===== src/rtl/pipe_ex_hs.sv =====
// Three-stage handshaked datapath computing F = ((A+B) + (C-D)) * D with per-stage overflow tracking.
// Define PIPE_EX_SAT_EN to clamp each stage instead of wrapping modulo 2^N.
module pipe_ex_hs #(
  parameter int N = 10
) (
  input  logic         clk,
  input  logic         rst_n,
  input  logic         in_valid,
  output logic         in_ready,
  input  logic [N-1:0] in_a,
  input  logic [N-1:0] in_b,
  input  logic [N-1:0] in_c,
  input  logic [N-1:0] in_d,
  output logic         out_valid,
  input  logic         out_ready,
  output logic [N-1:0] out_f,
  output logic         out_ovf,
  output logic [1:0]   occupancy
);

  logic         v1_q, v2_q, v3_q;
  logic [N-1:0] x1_q, x2_q, d1_q, x3_q, d2_q, f_q;
  logic         ovf1_q, ovf2_q, ovf3_q;
  logic [1:0]   occ_q, occ_d;

  logic         ld1, ld2, ld3;
  logic         in_xfer, out_xfer;
  logic [N:0]   s1_sum, s2_sum;
  logic [2*N-1:0] prod;
  logic         s1_lt, prod_big;
  logic [N-1:0] x1_d, x2_d, x3_d, f_d;
  logic         ovf1_d, ovf2_d, ovf3_d;

  // A stage may load whenever it is empty or its contents move on this edge.
  assign ld3      = !v3_q || out_ready;
  assign ld2      = !v2_q || ld3;
  assign ld1      = !v1_q || ld2;
  assign in_ready = ld1;
  assign in_xfer  = in_valid && ld1;
  assign out_xfer = v3_q && out_ready;

  assign s1_sum   = {1'b0, in_a} + {1'b0, in_b};
  assign s1_lt    = in_c < in_d;
  assign s2_sum   = {1'b0, x1_q} + {1'b0, x2_q};
  assign prod     = {{N{1'b0}}, x3_q} * {{N{1'b0}}, d2_q};
  assign prod_big = |prod[2*N-1:N];

  always_comb begin
    ovf1_d = s1_sum[N] || s1_lt;
    ovf2_d = ovf1_q || s2_sum[N];
    ovf3_d = ovf2_q || prod_big;
`ifdef PIPE_EX_SAT_EN
    x1_d = s1_sum[N] ? {N{1'b1}} : s1_sum[N-1:0];
    x2_d = s1_lt ? '0 : (in_c - in_d);
    x3_d = s2_sum[N] ? {N{1'b1}} : s2_sum[N-1:0];
    f_d  = prod_big ? {N{1'b1}} : prod[N-1:0];
`else
    x1_d = s1_sum[N-1:0];
    x2_d = in_c - in_d;
    x3_d = s2_sum[N-1:0];
    f_d  = prod[N-1:0];
`endif
  end

  always_comb begin
    case ({in_xfer, out_xfer})
      2'b10:   occ_d = occ_q + 2'd1;
      2'b01:   occ_d = occ_q - 2'd1;
      default: occ_d = occ_q;
    endcase
  end

  always_ff @(posedge clk) begin
    if (!rst_n) begin
      v1_q   <= 1'b0;
      v2_q   <= 1'b0;
      v3_q   <= 1'b0;
      x1_q   <= '0;
      x2_q   <= '0;
      d1_q   <= '0;
      x3_q   <= '0;
      d2_q   <= '0;
      f_q    <= '0;
      ovf1_q <= 1'b0;
      ovf2_q <= 1'b0;
      ovf3_q <= 1'b0;
      occ_q  <= 2'd0;
    end else begin
      occ_q <= occ_d;
      if (ld1) begin
        v1_q <= in_valid;
        if (in_valid) begin
          x1_q   <= x1_d;
          x2_q   <= x2_d;
          d1_q   <= in_d;
          ovf1_q <= ovf1_d;
        end
      end
      if (ld2) begin
        v2_q <= v1_q;
        if (v1_q) begin
          x3_q   <= x3_d;
          d2_q   <= d1_q;
          ovf2_q <= ovf2_d;
        end
      end
      // Output register only changes when it is refilled with a real result.
      if (ld3) begin
        v3_q <= v2_q;
        if (v2_q) begin
          f_q    <= f_d;
          ovf3_q <= ovf3_d;
        end
      end
    end
  end

  assign out_valid = v3_q;
  assign out_f     = f_q;
  assign out_ovf   = ovf3_q;
  assign occupancy = occ_q;

endmodule


===== config.mk =====
export PLATFORM = sky130hd
export DESIGN_NAME = pipe_ex_hs
export DESIGN_NICKNAME = d
export VERILOG_FILES = /design/src/rtl/pipe_ex_hs.sv
export SDC_FILE = /design/constraint.sdc
export NUM_CORES = 1
export LEC_CHECK = 0
export ABC_AREA = 1
export BUFFER_PORTS_ARGS = -buffer_cell sky130_fd_sc_hd__buf_2
export CAP_MARGIN = 10
export CORE_MARGIN = 4
export CORE_UTILIZATION = 30
export DETAILED_ROUTE_END_ITERATION = 7
export GPL_TIMING_DRIVEN = 1
export PLACE_DENSITY_LB_ADDON = 0.2
export SETUP_SLACK_MARGIN = 0.1
export SKIP_CTS_REPAIR_TIMING = 1
export SYNTH_ARGS = -nofsm -noshare
export SYNTH_HDL_FRONTEND = slang
export SYNTH_SLANG_ARGS = --single-unit

===== constraint.sdc =====
create_clock -name clk -period 5.17 [get_ports clk]
set_input_delay 1.034 -clock clk [delete_from_list [all_inputs] [get_ports clk]]
set_output_delay 1.034 -clock clk [all_outputs]
set_load 0.01 [all_outputs]

### Word-level counts from Yosys, hierarchy flattened

Index checks and enable logic that the tools add are counted.

| word-level totals | value |
|---|---|
| input bits | 44 |
| ROM bits | 0 |
| register bits after elaboration | 68 |
| RAM bits | 0 |
| logic and storage cells | 39 |
| memories | 0 |
| output and inout port bits | 15 |
| latch bits | 0 |

| operators by class | value |
|---|---|
| multipliers | 1 |
| bitwise operators | 0 |
| reduce and logical (&&, ||, !) cells | 16 |
| $lt $le $gt $ge | 1 |
| divide/modulo/power cells | 0 |
| muxes and demuxes | 1 |
| equality and inequality tests | 2 |
| shift-type cells | 0 |
| $add $sub $neg | 5 |

Operators with widths:

| kind | number |
|---|---|
| adder 10 x 10 -> 11 bit | 2 |
| multiplier 10 x 10 -> 20 bit | 1 |
| < comparator 10 bit | 1 |
| OR reduction 10 bit | 1 |
| subtractor 10 bit | 1 |
| logical OR 1 bit | 6 |
| AND reduction 2 bit | 3 |
| one-hot mux 2 bit (2 select lines) | 1 |
| logical NOT 1 bit | 3 |
| adder 2 x 1 -> 2 bit (second input constant) | 1 |
| equality test 2 x 1 -> 1 bit (second input constant) | 1 |
| equality test 2 bit (second input constant) | 1 |
| logical AND 1 bit | 2 |
| nonzero test 2 bit | 1 |
| subtractor 2 x 1 -> 2 bit (second input constant) | 1 |

### Depth between registers and ports, before layout

| depth | value |
|---|---|
| depth after elaboration | 7 |
| depth in mapped cells | 25 |
| gate-level depth less buffers | 24 |

### Worst setup path after synthesis

No wires, ideal clock.

| path | value |
|---|---|
| kind | flip-flop to flip-flop |
| start point | register x3_q[0] |
| end point | register ovf3_q, in the netlist out_ovf |
| slack | 0.568 ns |
| data arrival time | 4.494 ns |
| period minus slack after synthesis | 4.602 ns |
| setup time | 0.109 ns |
| path buffers | 1 |
| cell stages (with the launch flop) | 22 |
| data required time | 5.061 ns |
| path through | dfxtp_1 -> clkbuf_1 -> nand2_1 -> fa_1 -> fa_1 -> fa_1 -> fa_1 -> inv_1 -> fa_1 -> ha_1 -> nand2_1 -> inv_1 -> a21oi_2 -> nand2_1 -> nand2_1 -> nand3_1 -> nor2_1 -> nand2_1 -> nor2_1 -> nand3_1 -> nand2_1 -> inv_1 |

| on the way | value |
|---|---|
| word-level cells in the longest chain between the ends | 3 |

Ends and longest elaborated chain:

| item | line | text |
|---|---|---|
| start, declared | 22 | `logic [N-1:0] x1_q, x2_q, d1_q, x3_q, d2_q, f_q;` |
| start signal, assigned | 81 | `x3_q <= '0;` |
| start signal, assigned | 102 | `x3_q <= x3_d;` |
| multiplier 10 x 10 -> 20 bit | 45 | `assign prod = {{N{1'b0}}, x3_q} * {{N{1'b0}}, d2_q};` |
| OR reduction 10 bit | 46 | `assign prod_big = \|prod[2*N-1:N];` |
| logical OR 1 bit | 51 | `ovf3_d = ovf2_q \|\| prod_big;` |
| end signal, assigned | 112 | `ovf3_q <= ovf3_d;` |
| end, declared | 23 | `logic ovf1_q, ovf2_q, ovf3_q;` |

Every way passes these cells.
A chain may end at the register's enable or synchronous reset.

### Worst setup path in the final report

| path | value |
|---|---|
| start point | register d2_q[4] |
| end point | register ovf3_q, in the netlist out_ovf |

| on the way | value |
|---|---|
| word-level cells in the longest chain between the ends | 3 |

Ends and longest elaborated chain:

| item | line | text |
|---|---|---|
| start, declared | 22 |  |
| start signal, assigned | 103 | `d2_q <= d1_q;` |
| multiplier 10 x 10 -> 20 bit | 45 |  |
| OR reduction 10 bit | 46 |  |
| logical OR 1 bit | 51 |  |

Every way passes these cells.

==> results.ini <==
[yosys]
synth_seq_cells = 68
yosysMostFrequentCell = nand2_1
synth.yosys.seq_area_share_pct = 18.67
ys.flop_type = dfxtp_1
synthCells = 1024
syn_area_um2 = 7291
yosys_warnings = 0
syn_nets = 1219
synth_largest_area_cell = dfxtp_1
ys_types = 38
synth_edf_count = 0
async_flop_share_pct = 0
synth_top_area_share_pct = 18.67
syn_avg_cell_area_um2 = 7.120
synth_top_cells_by_area = dfxtp_1 19%, fa_1 18%, ha_1 15%
synth_commonest_cells = 234 x nand2_1, 192 x inv_1, 101 x nor2_1

[routing]
via_count = 6217
ant_nets = 0
drt_iter0_markers = 262
wl_per_cell_um = 12.74
drc = 0
drt_first_pass_iters = 5
routed_wl_mm = 17.78
via_per_inst = 4.457

[placed_design]
dpl.hpwl_mm = 14.82
portBuffers = 58
gp_congestion = 0.8465
place_area_um2 = 7934

[setup_path]
worstPathArrival_ns = 4.96
worst_r2r_startpoint = d2_q[4]
required_ns = 5.42
critPathMaxStageDelay_ns = 0.56
cp-startpoint = d2_q[4]
crit_fanout = 9
crit_chain = nand2_1 -> fa_1 -> fa_1 -> fa_1 -> fa_1 -> inv_1 -> fa_1 -> ha_1 -> nand2_1 -> inv_1 -> a21oi_2 -> nand2_1 -> nand2_1 -> nand2_1 -> nand2_1 -> nand3_1 -> nor2_1 -> nand3_1 -> nand2_1 -> inv_1
cpMostUsedCell = nand2_1
critical_path_class = flop to flop
start_kind = flop
end_kind = flop
slowest_stage = fa_1

[worst_hold_path]
hold_class = flop to flop
min_from = v2_q

[cells_and_area]
fillers = 2679
area_delta_synth_final_pct = 12.94
fin_nets = 1266
stdcell_area_um2 = 8234
drive_gt1_share_pct = 10.13
num_antenna_cells = 0

[floorplanning]
core_um2 = 23680
die_h_um = 163.9
die_w_um = 163.9
row_count = 56
floorplan.initialDensity_pct = 30.79
io_pins = 59
dieArea_um2 = 26860

[global_routing]
grt_usage_pct = 14.34
antenna_found_initial = 0
overflow = 0
grt_pass1_wl_mm = 31.28
grt_pass1_vias = 6503
grt_max_degree = 53

[clocking]
clkTransAtPathRegs_ns = 0.06
cts_tree = built
cts-root-buf = clkbuf_16
worstSkewPairLatency_ns = 0.34
cts_sinks = 68
cts_buffer_depth = 2
cts_max_level = 3
cts_made_buffers = 9

[sta]
hold_viol = 0
period_share_pct = 91.12
slew_violations = 0
fmax_mhz = 212.3
rsz0062_at_grt = false
setup_tns_ns = 0
max-slew-margin-rel_pct = 37.67
post-route-min-period_ns = 4.711
clock-skew-final_ns = 0.007161
worst_slew_pin_slew_ns = 0.9292
setup_viol = 0

[flow_run]
cap_violations = 0

[power]
ir_worst_vdd_v = 0.0001749
power_density_nw_per_um2 = 203.1
p_leak_nw = 4.499

[run_status]
status = finished clean

critical path: cells and delay by family (launching register included):
kind,cells,cell delay [ns]
flops,1,0.51
fa+ha+maj,6,2.86
buf+inv,3,0.14
compound gates,1,0.14
simple gates,10,0.95
per-layer routing:
metal / share of wire [%] / routed length [um] / up-vias / global-route usage [%]
li1: - / - / 3266 / -
met1: 51 / 9080 / 2845 / 19.89
met2: 44 / 7909 / 92 / 23.68
met3: 3.5 / 629 / 14 / 2.233
met4: 0.89 / 158 / 0 / 3.050
met5: 0 / 0 / - / 0
layout make-up:
| cell class | count | area, um^2 | area share (%) |
|---|---|---|---|
| clock buffer | 10 | 229.0 | 2.781 |
| multi-input combinational | 724 | 5035 | 61.15 |
| sequential | 68 | 1368 | 16.61 |
| inverter | 194 | 728.2 | 8.844 |
| clock inverter | 6 | 65.06 | 0.7902 |
| timing repair buffer | 74 | 410.4 | 4.984 |
| tap | 319 | 399.1 | 4.847 |
layout by cell type (no fill, tap or decap), types with 5 or more instances in the layout:
cell       netlist  routed
nand4_1          5       5
nor3_1          10      10
dfxtp_1         68      63
nand2_1        234     234
buf_2           10      58
a21oi_1         56      56
clkbuf_16        0       9
buf_4            1      16
dfxtp_2          0       5
nand3_1         30      30
inv_1          192     192
o21ai_0         75      75
xnor2_1         10      10
nor2_1         101     101
o21bai_1         6       6
ha_1            86      86
xor2_1          18      18
fa_1            65      65
metrics by stage:
| stage | power [mW] | util (%) | hold slack [ns] | worst slack [ns] | std cells |
|---|---|---|---|---|---|
| final | 1.673 | 34.77 | 0.4776 | 0.4593 | 1395 |
| after floorplan | 0.9365 | - | 0.4481 | 0.5677 | 1024 |
| after global placement | 1.067 | 33.50 | 0.4663 | 0.3729 | 1379 |
| after detailed placement | 1.069 | 33.50 | 0.4673 | 0.3549 | 1379 |
| after CTS | 1.697 | 34.74 | 0.4824 | 0.3414 | 1395 |
| after global routing | 1.803 | 34.77 | 0.5090 | 0.1111 | 1395 |
logic make-up after synthesis:
family,synth area share [%]
xor gates and xnor gates,3.364
AOI/OAI and AO/OA,11.28
and+or+nand+nor,21.81
buffers and inverters,12.27
DFF,18.67
adders and majority gates,32.61
report_power, final:
group	switching [mW]	internal (mW)
clock	0.249	0.373
combinational	0.263	0.178
sequential	0.0433	0.566
total	0.555	1.12
worst paths after layout:
path	depth (start not counted)	end	slack [ns]
max	20	out_ovf	0.46
min	2	out_valid	0.48
max reg2reg	20	out_ovf	0.46
min reg2reg	2	out_valid	0.48
state kept, by name, indices dropped and copies added, names as in the netlist:
| signal | count |
|---|---|
| x2_q | 10 |
| occupancy | 2 |
| out_valid | 1 |
| out_f | 10 |
| ovf2_q | 1 |
| x1_q | 10 |
| x3_q | 10 |
| v2_q | 1 |
| out_ovf | 1 |
| d2_q | 10 |
| v1_q | 1 |
| d1_q | 10 |
| ovf1_q | 1 |
(Power assumes the default switching activity.)
